## src/rtl/remote_cmd_link.sv

```systemverilog
// remote_cmd_link: host-side UART command link for the Knight's Tour remote.
// Sends a 16-bit command as two 8N1 frames (high byte first) and receives
// a one-byte response from the robot.
// Optional feature macro: RESP_TIMEOUT_EN adds a response-timeout counter
// that pulses resp_timeout when the robot stays silent after a command.
module remote_cmd_link #(
    parameter int unsigned BAUD_DIV    = 2604,
    parameter logic [23:0] TIMEOUT_CYC = 24'hFFFFFF
) (
    input  logic        clk,
    input  logic        rst,
    input  logic [15:0] cmd,
    input  logic        send_cmd,
    output logic        cmd_sent,
    output logic        TX,
    input  logic        RX,
    output logic [7:0]  resp,
    output logic        resp_rdy,
    output logic        resp_timeout
);
    localparam int CW = $clog2(BAUD_DIV);
    localparam logic [CW-1:0] BAUD_LAST = CW'(BAUD_DIV - 1);
    localparam logic [CW-1:0] HALF_LAST = CW'(BAUD_DIV / 2 - 1);

    // ---------------- transmit side ----------------
    typedef enum logic [1:0] {TX_IDLE, TX_HIGH, TX_LOW} tx_state_t;
    tx_state_t     tx_state, tx_next;
    logic [CW-1:0] tx_baud;
    logic [3:0]    tx_bit;
    logic [15:0]   shadow;
    logic [7:0]    tx_byte;
    logic [9:0]    tx_frame;
    logic          tx_accept, tx_bit_end, tx_frame_end, tx_done;

    // Commands are only taken while the line is idle; strobes during a frame are dropped.
    assign tx_accept    = (tx_state == TX_IDLE) && send_cmd;
    assign tx_bit_end   = (tx_baud == BAUD_LAST);
    assign tx_frame_end = tx_bit_end && (tx_bit == 4'd9);
    assign tx_byte      = (tx_state == TX_HIGH) ? shadow[15:8] : shadow[7:0];
    assign tx_frame     = {1'b1, tx_byte, 1'b0};
    // Line is driven straight from registered state, so start bit appears on the accepting edge.
    assign TX           = (tx_state == TX_IDLE) ? 1'b1 : tx_frame[tx_bit];

    // TX state register
    always_ff @(posedge clk) begin
        if (rst) tx_state <= TX_IDLE;
        else     tx_state <= tx_next;
    end

    // TX next-state: HIGH byte frame, then LOW byte frame back to back
    always_comb begin
        tx_next = tx_state;
        tx_done = 1'b0;
        case (tx_state)
            TX_IDLE: if (send_cmd) tx_next = TX_HIGH;
            TX_HIGH: if (tx_frame_end) tx_next = TX_LOW;
            TX_LOW:  if (tx_frame_end) begin
                         tx_next = TX_IDLE;
                         tx_done = 1'b1;
                     end
            default: tx_next = TX_IDLE;
        endcase
    end

    // TX datapath: shadow capture, baud/bit counters, cmd_sent flag
    always_ff @(posedge clk) begin
        if (rst) begin
            tx_baud  <= '0;
            tx_bit   <= 4'd0;
            shadow   <= 16'h0000;
            cmd_sent <= 1'b0;
        end else if (tx_accept) begin
            shadow   <= cmd;
            cmd_sent <= 1'b0;
            tx_baud  <= '0;
            tx_bit   <= 4'd0;
        end else if (tx_state != TX_IDLE) begin
            if (tx_bit_end) begin
                tx_baud <= '0;
                tx_bit  <= (tx_bit == 4'd9) ? 4'd0 : tx_bit + 4'd1;
            end else begin
                tx_baud <= tx_baud + 1'b1;
            end
            if (tx_done) cmd_sent <= 1'b1;
        end
    end

    // ---------------- receive side ----------------
    typedef enum logic [1:0] {RX_IDLE, RX_START, RX_DATA, RX_STOP} rx_state_t;
    rx_state_t     rx_state, rx_next;
    logic          rx_s1, rx_s2, rx_prev;
    logic [CW-1:0] rx_baud;
    logic [2:0]    rx_bit;
    logic [7:0]    rx_shift;
    logic          rx_fall, rx_half, rx_tick, rx_load;

    assign rx_fall = rx_prev & ~rx_s2;
    assign rx_half = (rx_baud == HALF_LAST);
    assign rx_tick = (rx_baud == BAUD_LAST);

    // RX state register
    always_ff @(posedge clk) begin
        if (rst) rx_state <= RX_IDLE;
        else     rx_state <= rx_next;
    end

    // RX next-state: validate start bit at half-bit, then sample mid-bit
    always_comb begin
        rx_next = rx_state;
        rx_load = 1'b0;
        case (rx_state)
            RX_IDLE:  if (rx_fall) rx_next = RX_START;
            RX_START: if (rx_half) rx_next = rx_s2 ? RX_IDLE : RX_DATA;
            RX_DATA:  if (rx_tick && rx_bit == 3'd7) rx_next = RX_STOP;
            RX_STOP:  if (rx_tick) begin
                          rx_next = RX_IDLE;
                          rx_load = 1'b1;  // stop bit value is not checked
                      end
            default:  rx_next = RX_IDLE;
        endcase
    end

    // RX datapath: synchronizer, baud counter, shift register, response register
    always_ff @(posedge clk) begin
        if (rst) begin
            rx_s1    <= 1'b1;
            rx_s2    <= 1'b1;
            rx_prev  <= 1'b1;
            rx_baud  <= '0;
            rx_bit   <= 3'd0;
            rx_shift <= 8'h00;
            resp     <= 8'h00;
            resp_rdy <= 1'b0;
        end else begin
            rx_s1    <= RX;
            rx_s2    <= rx_s1;
            rx_prev  <= rx_s2;
            resp_rdy <= rx_load;
            if (rx_load) resp <= rx_shift;
            // Restarting at the half-bit point aligns later samples to mid-bit.
            if (rx_state == RX_IDLE || (rx_state == RX_START && rx_half))
                rx_baud <= '0;
            else
                rx_baud <= rx_tick ? '0 : rx_baud + 1'b1;
            if (rx_state == RX_IDLE)
                rx_bit <= 3'd0;
            else if (rx_state == RX_DATA && rx_tick) begin
                rx_shift <= {rx_s2, rx_shift[7:1]};
                rx_bit   <= rx_bit + 3'd1;
            end
        end
    end

    // ---------------- optional response timeout ----------------
`ifdef RESP_TIMEOUT_EN
    logic [23:0] to_cnt;
    logic        to_run, to_pulse;

    // Wait for a reply after the command completes; give up after TIMEOUT_CYC cycles.
    always_ff @(posedge clk) begin
        if (rst || tx_accept) begin
            to_cnt   <= 24'd0;
            to_run   <= 1'b0;
            to_pulse <= 1'b0;
        end else begin
            to_pulse <= 1'b0;
            if (tx_done) begin
                to_run <= 1'b1;
                to_cnt <= 24'd0;
            end else if (to_run) begin
                if (rx_load) begin
                    to_run <= 1'b0;
                end else if (to_cnt == TIMEOUT_CYC - 24'd1) begin
                    to_run   <= 1'b0;
                    to_pulse <= 1'b1;
                end else begin
                    to_cnt <= to_cnt + 24'd1;
                end
            end
        end
    end
    assign resp_timeout = to_pulse;
`else
    logic unused_timeout_cfg;
    assign unused_timeout_cfg = ^TIMEOUT_CYC;
    assign resp_timeout = 1'b0;
`endif
endmodule

```

## config.mk

```make
export PLATFORM = sky130hd
export DESIGN_NAME = remote_cmd_link
export DESIGN_NICKNAME = d
export VERILOG_FILES = /design/src/rtl/remote_cmd_link.sv
export SDC_FILE = /design/constraint.sdc
export NUM_CORES = 1
export LEC_CHECK = 0
export CELL_PAD_IN_SITES_DETAIL_PLACEMENT = 1
export CELL_PAD_IN_SITES_GLOBAL_PLACEMENT = 1
export CORE_ASPECT_RATIO = 2
export CORE_MARGIN = 8
export CORE_UTILIZATION = 30
export DETAILED_ROUTE_END_ITERATION = 8
export GPL_TIMING_DRIVEN = 1
export PLACE_DENSITY_LB_ADDON = 0.12
export SYNTH_ARGS = -nofsm -noshare
export SYNTH_HDL_FRONTEND = slang
export SYNTH_SLANG_ARGS = --single-unit
```

## constraint.sdc

```tcl
create_clock -name clk -period 4.9 [get_ports clk]
set_clock_uncertainty 0.1 [all_clocks]
set_input_delay 0.735 -clock clk [delete_from_list [all_inputs] [get_ports clk]]
set_output_delay 0.735 -clock clk [all_outputs]
set_load 0.05 [all_outputs]
```

# After elaboration in Yosys (flattened, before gate mapping)
# Index checks and enable logic that the tools add are counted.
# totals
input_bits,20
regBits,72
out_inout_bits,12
elab_cells,76
# op_classes
n_reduce_logical,17
n_eq_ne,17
order_cmp,1
add_sub_neg,4
bitwise,3
mux,20
# op_table
operator,n
$add A12 B1 Y12 const B,2
$eq A12 B12 Y1 const B,2
$mux W2,8
$ne A2 B2 Y1 const B,7
$eq A12 B11 Y1 const B,1
$mux W12,1
$mux W8,1
$pmux W2 S4,1
$eq A2 B2 Y1 const B,3
$mux W1,6
$pmux W2 S3,1
$reduce_and A2 Y1,3
$logic_and A1 B1 Y1,5
$lt A4 B5 Y1 const B,1
$add A4 B1 Y4 const B,1
$bmux W1 S4,1
$eq A2 B1 Y1 const B,2
$eq A4 B4 Y1 const B,1
$logic_not A2 Y1,2
$mux W4,1
$reduce_and A4 Y1,1
$reduce_or A2 Y1,2
$add A3 B1 Y3 const B,1
$eq A3 B3 Y1 const B,1
6 further kinds,7

# Longest topological paths before layout
# depth
word_depth,5
depth_mapped,7
depth_no_buf,6

# Worst setup path before layout
# No wires, ideal clock.
# synth_path
kind,reg2out
startpoint,reg tx_state[0]
endpoint,out TX
required_time_ns,4.065
slack_ns,2.165
path_buffers,2
path_stages_with_launch,7
arrival_time_ns,1.900
cell_sequence,dfxtp_1 > buf_2 > nor2b_1 > buf_6 > mux2_2 > a41oi_1 > a32oi_1
# synth_via
elab_chain_cells,5
word_cells_on_any_way,6
cone_classes,1 x eq/ne; 4 x mux; 1 x reduce/logical
# synth_lines
element,line,rtl
start: declaration,27,"tx_state_t tx_state, tx_next;"
start signal: assignment,47,else tx_state <= tx_next;
$eq A2 B1 Y1,39,assign tx_byte = (tx_state == TX_HIGH) ? shadow[15:8] : shadow[7:0];
$mux W8,39,
$bmux W1 S4,42,assign TX = (tx_state == TX_IDLE) ? 1'b1 : tx_frame[tx_bit];
$mux W1 (not written as such),42,
$mux W1 (*),42,
end: declaration,15,"output logic TX,"
# Mark *: on every way between the ends. The rest lies on a longest branch, timed or not. The select of a mux whose other input is x is not followed.

# Worst setup path after layout
# Ends and elaborated chain as after synthesis.

==> flow_summary.ini <==
[synthesis]
synth_ff_type = dfxtp_1
synth_top_family_by_area = simple AND/OR/NAND/NOR gates
synthXorXnorAreaFrac = 0.0570
synth.distinct_cells = 50
yosys.area_share.simple = 0.254
postSynthCellCount = 356
synth_edf_count = 0
yosysTopAreaCell = dfxtp_1
async_flop_share = 0
ys_seq_area_frac = 0.447
synth_nets = 381
synth_warnings = 0
synth_seq_cells = 72
synthMuxAreaShare = 0.0865
netlist_top_cells_area = dfxtp_1 (45%), mux2i_1 (6.2%), nor2_1 (5.8%)
syn_avg_cell_area_um2 = 9.06
synthesis.area_um2 = 3230
synthAdderAreaFrac = 0.0194
yosysTopAreaCellShare = 0.447
synth_compound_area_frac = 0.0892

[grt]
track_usage = 0.118
grtUsageMet2 = 0.214
use_met3 = 0.0303
antenna_found_initial = 0
busiest_layer = met2
grt_max_degree = 29
overflow = 0
grt_use_met1 = 0.120
grt_pass1_vias = 2645
grt_pass1_wl_um = 13200

[critical_path]
worstPathRequired_ns = 4.07
r2r-end = resp[4]
rr_worst_depth = 5
worstSetupStartpointType = flop
r2r_start = rx_baud[0]
critPathCaptureType = output port
critPathMaxFanout = 8
critical_path_class = flop to output port
reg2reg_slack_ns = 2.73
worstPathArrival_ns = 2.79

[floorplanning]
rows = 53
start_util = 0.308
die_w_um = 89.3
core_um2 = 10500
ios = 32
die_h_um = 163
die_area_um2 = 14500

[clock_network]
cts-root-buf = clkbuf_16
insertion_delay_ns = 0.33
cts_max_level = 3
cts-hold-fix-buffers = 0
cts_resized = 0
cts_tree = built
cts_buffer_depth = 2
cts.clk_slew.worst_paths_ns = 0.05
cts_buffers = 9
cts_num_sinks = 72
postCtsSetupBuffers = 0

[power]
p_leak_nw = 1.48
ir_drop_mv = 0.187
p_per_area_nw_per_um2 = 341

[timing]
layout_setup_ws_ns = 1.27
final-hold-violation-count = 0
post-route-period-util = 0.740
worst_slew_pin_slew_ns = 1.00
setup_viol = 0
finalSetupTns_ns = 0
drv_slew = 0
timing.final.crit_period_ns = 3.63
maxSlewHeadroom = 0.329
fmax_mhz = 276
rsz0062_at_grt = no

[min_path]
holdPathEnd = rx_s2
min_path_type = flop to flop
holdCritStartpoint = rx_s1
holdPathStages = 1

[place]
gp_congestion = 0.770
dpl_cell_area_um2 = 3610
dp_cells = 506
numPortBuffers = 30
hpwl_um = 5700
place_ws_ns = 1.58

[cells_and_area]
fillers = 1263
drive_above_1_share = 0.106
fin_cells = 522
final_cell_area_um2 = 3910
diodes = 0
layout.nets = 405
area_growth_pct = 21.1

[routing]
num_vias = 2531
ant_nets = 0
detail_route.wl_per_cell_um = 15.1
drc = 0
drt_iter0_markers = 43
via_per_inst = 4.85
routed_wl_um = 7870
first_pass_iters = 4

[outcome]
status = finished, final reports clean

[run]
drv_cap = 0
## final cells by class
cell class / instances / area [um^2] / share of cell area
clock inverters: 3 / 40.0 / 0.0102
inverters: 11 / 41.3 / 0.0106
clock buffers: 13 / 260 / 0.0666
repair buffers: 32 / 315 / 0.0807
multi-input cells: 254 / 1640 / 0.419
flip-flops and latches: 72 / 1440 / 0.369
well taps: 137 / 171 / 0.0439
## metal layers
metal	wire (um)	share of wire	vias to the layer above
li1	-	-	1272
met1	3230	0.41	1230
met2	4350	0.55	21
met3	167	0.021	8
met4	121	0.015	0
met5	0	0	-
## power by group
| part | switching (mW) | internal [mW] |
|---|---|---|
| combinational | 0.0387 | 0.0312 |
| sequential | 0.00856 | 0.597 |
| clock | 0.235 | 0.420 |
## state kept, by name, indices dropped and copies added (netlist names), named ones only
signal / count
tx_state: 2
rx_bit: 3
rx_s2: 1
cmd_sent: 1
resp_rdy: 1
tx_bit: 4
rx_s1: 1
rx_prev: 1
rx_baud: 12
rx_state: 1
shadow: 16
resp: 8
rx_shift: 8
tx_baud: 12
## cell families (layout without fill, tap and decap cells)
group,after synthesis,in the layout
xor gates and xnor gates,21,21
muxes,25,25
DFF,72,72
AOI/OAI and AO/OA,48,48
other,1,1
buffers and inverters,30,59
and+or+nand+nor,154,154
adders and majority gates,5,5
## synth_stat cells, drive strengths merged, types with 2 or more instances
library cell / instances
mux4: 2
nand2: 44
o21a: 2
a31oi: 4
and4: 2
inv: 11
or3: 2
xnor2: 12
and3: 2
o21ai: 5
a21oi: 26
nor3: 7
nand3: 8
nor2: 50
and2: 3
a41oi: 2
mux2i: 20
mux2: 3
nand4: 10
o211ai: 2
and4bb: 7
or2: 8
nor2b: 4
buf: 11
ha: 5
clkbuf: 8
xor2: 9
nor3b: 3
dfxtp: 72
## cells in the final DEF, fill, tap and decap left out, types with 2 or more instances in the layout
master	n
a21oi_1	26
a31oi_1	4
a41oi_1	2
and2_1	3
and3_1	2
and4_2	2
and4bb_2	6
buf_4	2
clkbuf_1	2
clkbuf_16	9
clkbuf_8	2
clkdlybuf4s50_1	30
clkinv_2	2
dfxtp_1	72
ha_1	5
inv_1	11
mux2_2	3
mux2i_1	20
mux4_2	2
nand2_1	44
nand3_1	8
nand4_1	8
nor2_1	50
nor2b_1	4
nor3_1	7
nor3b_2	2
o211ai_1	2
o21a_1	2
o21ai_0	4
or2_0	2
or2_2	5
or3_1	2
xnor2_1	12
xor2_1	9
## through the flow
stage | hold WS, ns | power (mW) | utilization
after CTS | 0.314 | 1.36 | 0.373
after detailed placement | 0.301 | 0.691 | 0.344
final | 0.309 | 1.33 | 0.373
after floorplan | 0.289 | 0.661 | -
after global placement | 0.299 | 0.690 | 0.344
after global routing | 0.333 | 1.39 | 0.373
## critical path: stages, from the launching register on
cell             delay (ns)
dfxtp_1                0.44
nor2b_1                0.55
mux2_2                 0.27
a41oi_1                0.12
a32oi_1                0.24
clkdlybuf4s50_1        0.84
## how the worst max path moves through the flow
stage	cells past startpoint	slack, ns	endpoint	from
finish	5	1.27	TX	tx_state[0]
global placement	5	1.66	TX	tx_state[0]
detailed placement	5	1.58	TX	tx_state[0]
floorplan	6	2.17	TX	tx_state[0]
CTS	5	1.20	TX	tx_state[0]
global route	5	1.03	TX	tx_state[0]
No activity file was read; power rests on OpenSTA's default activity.
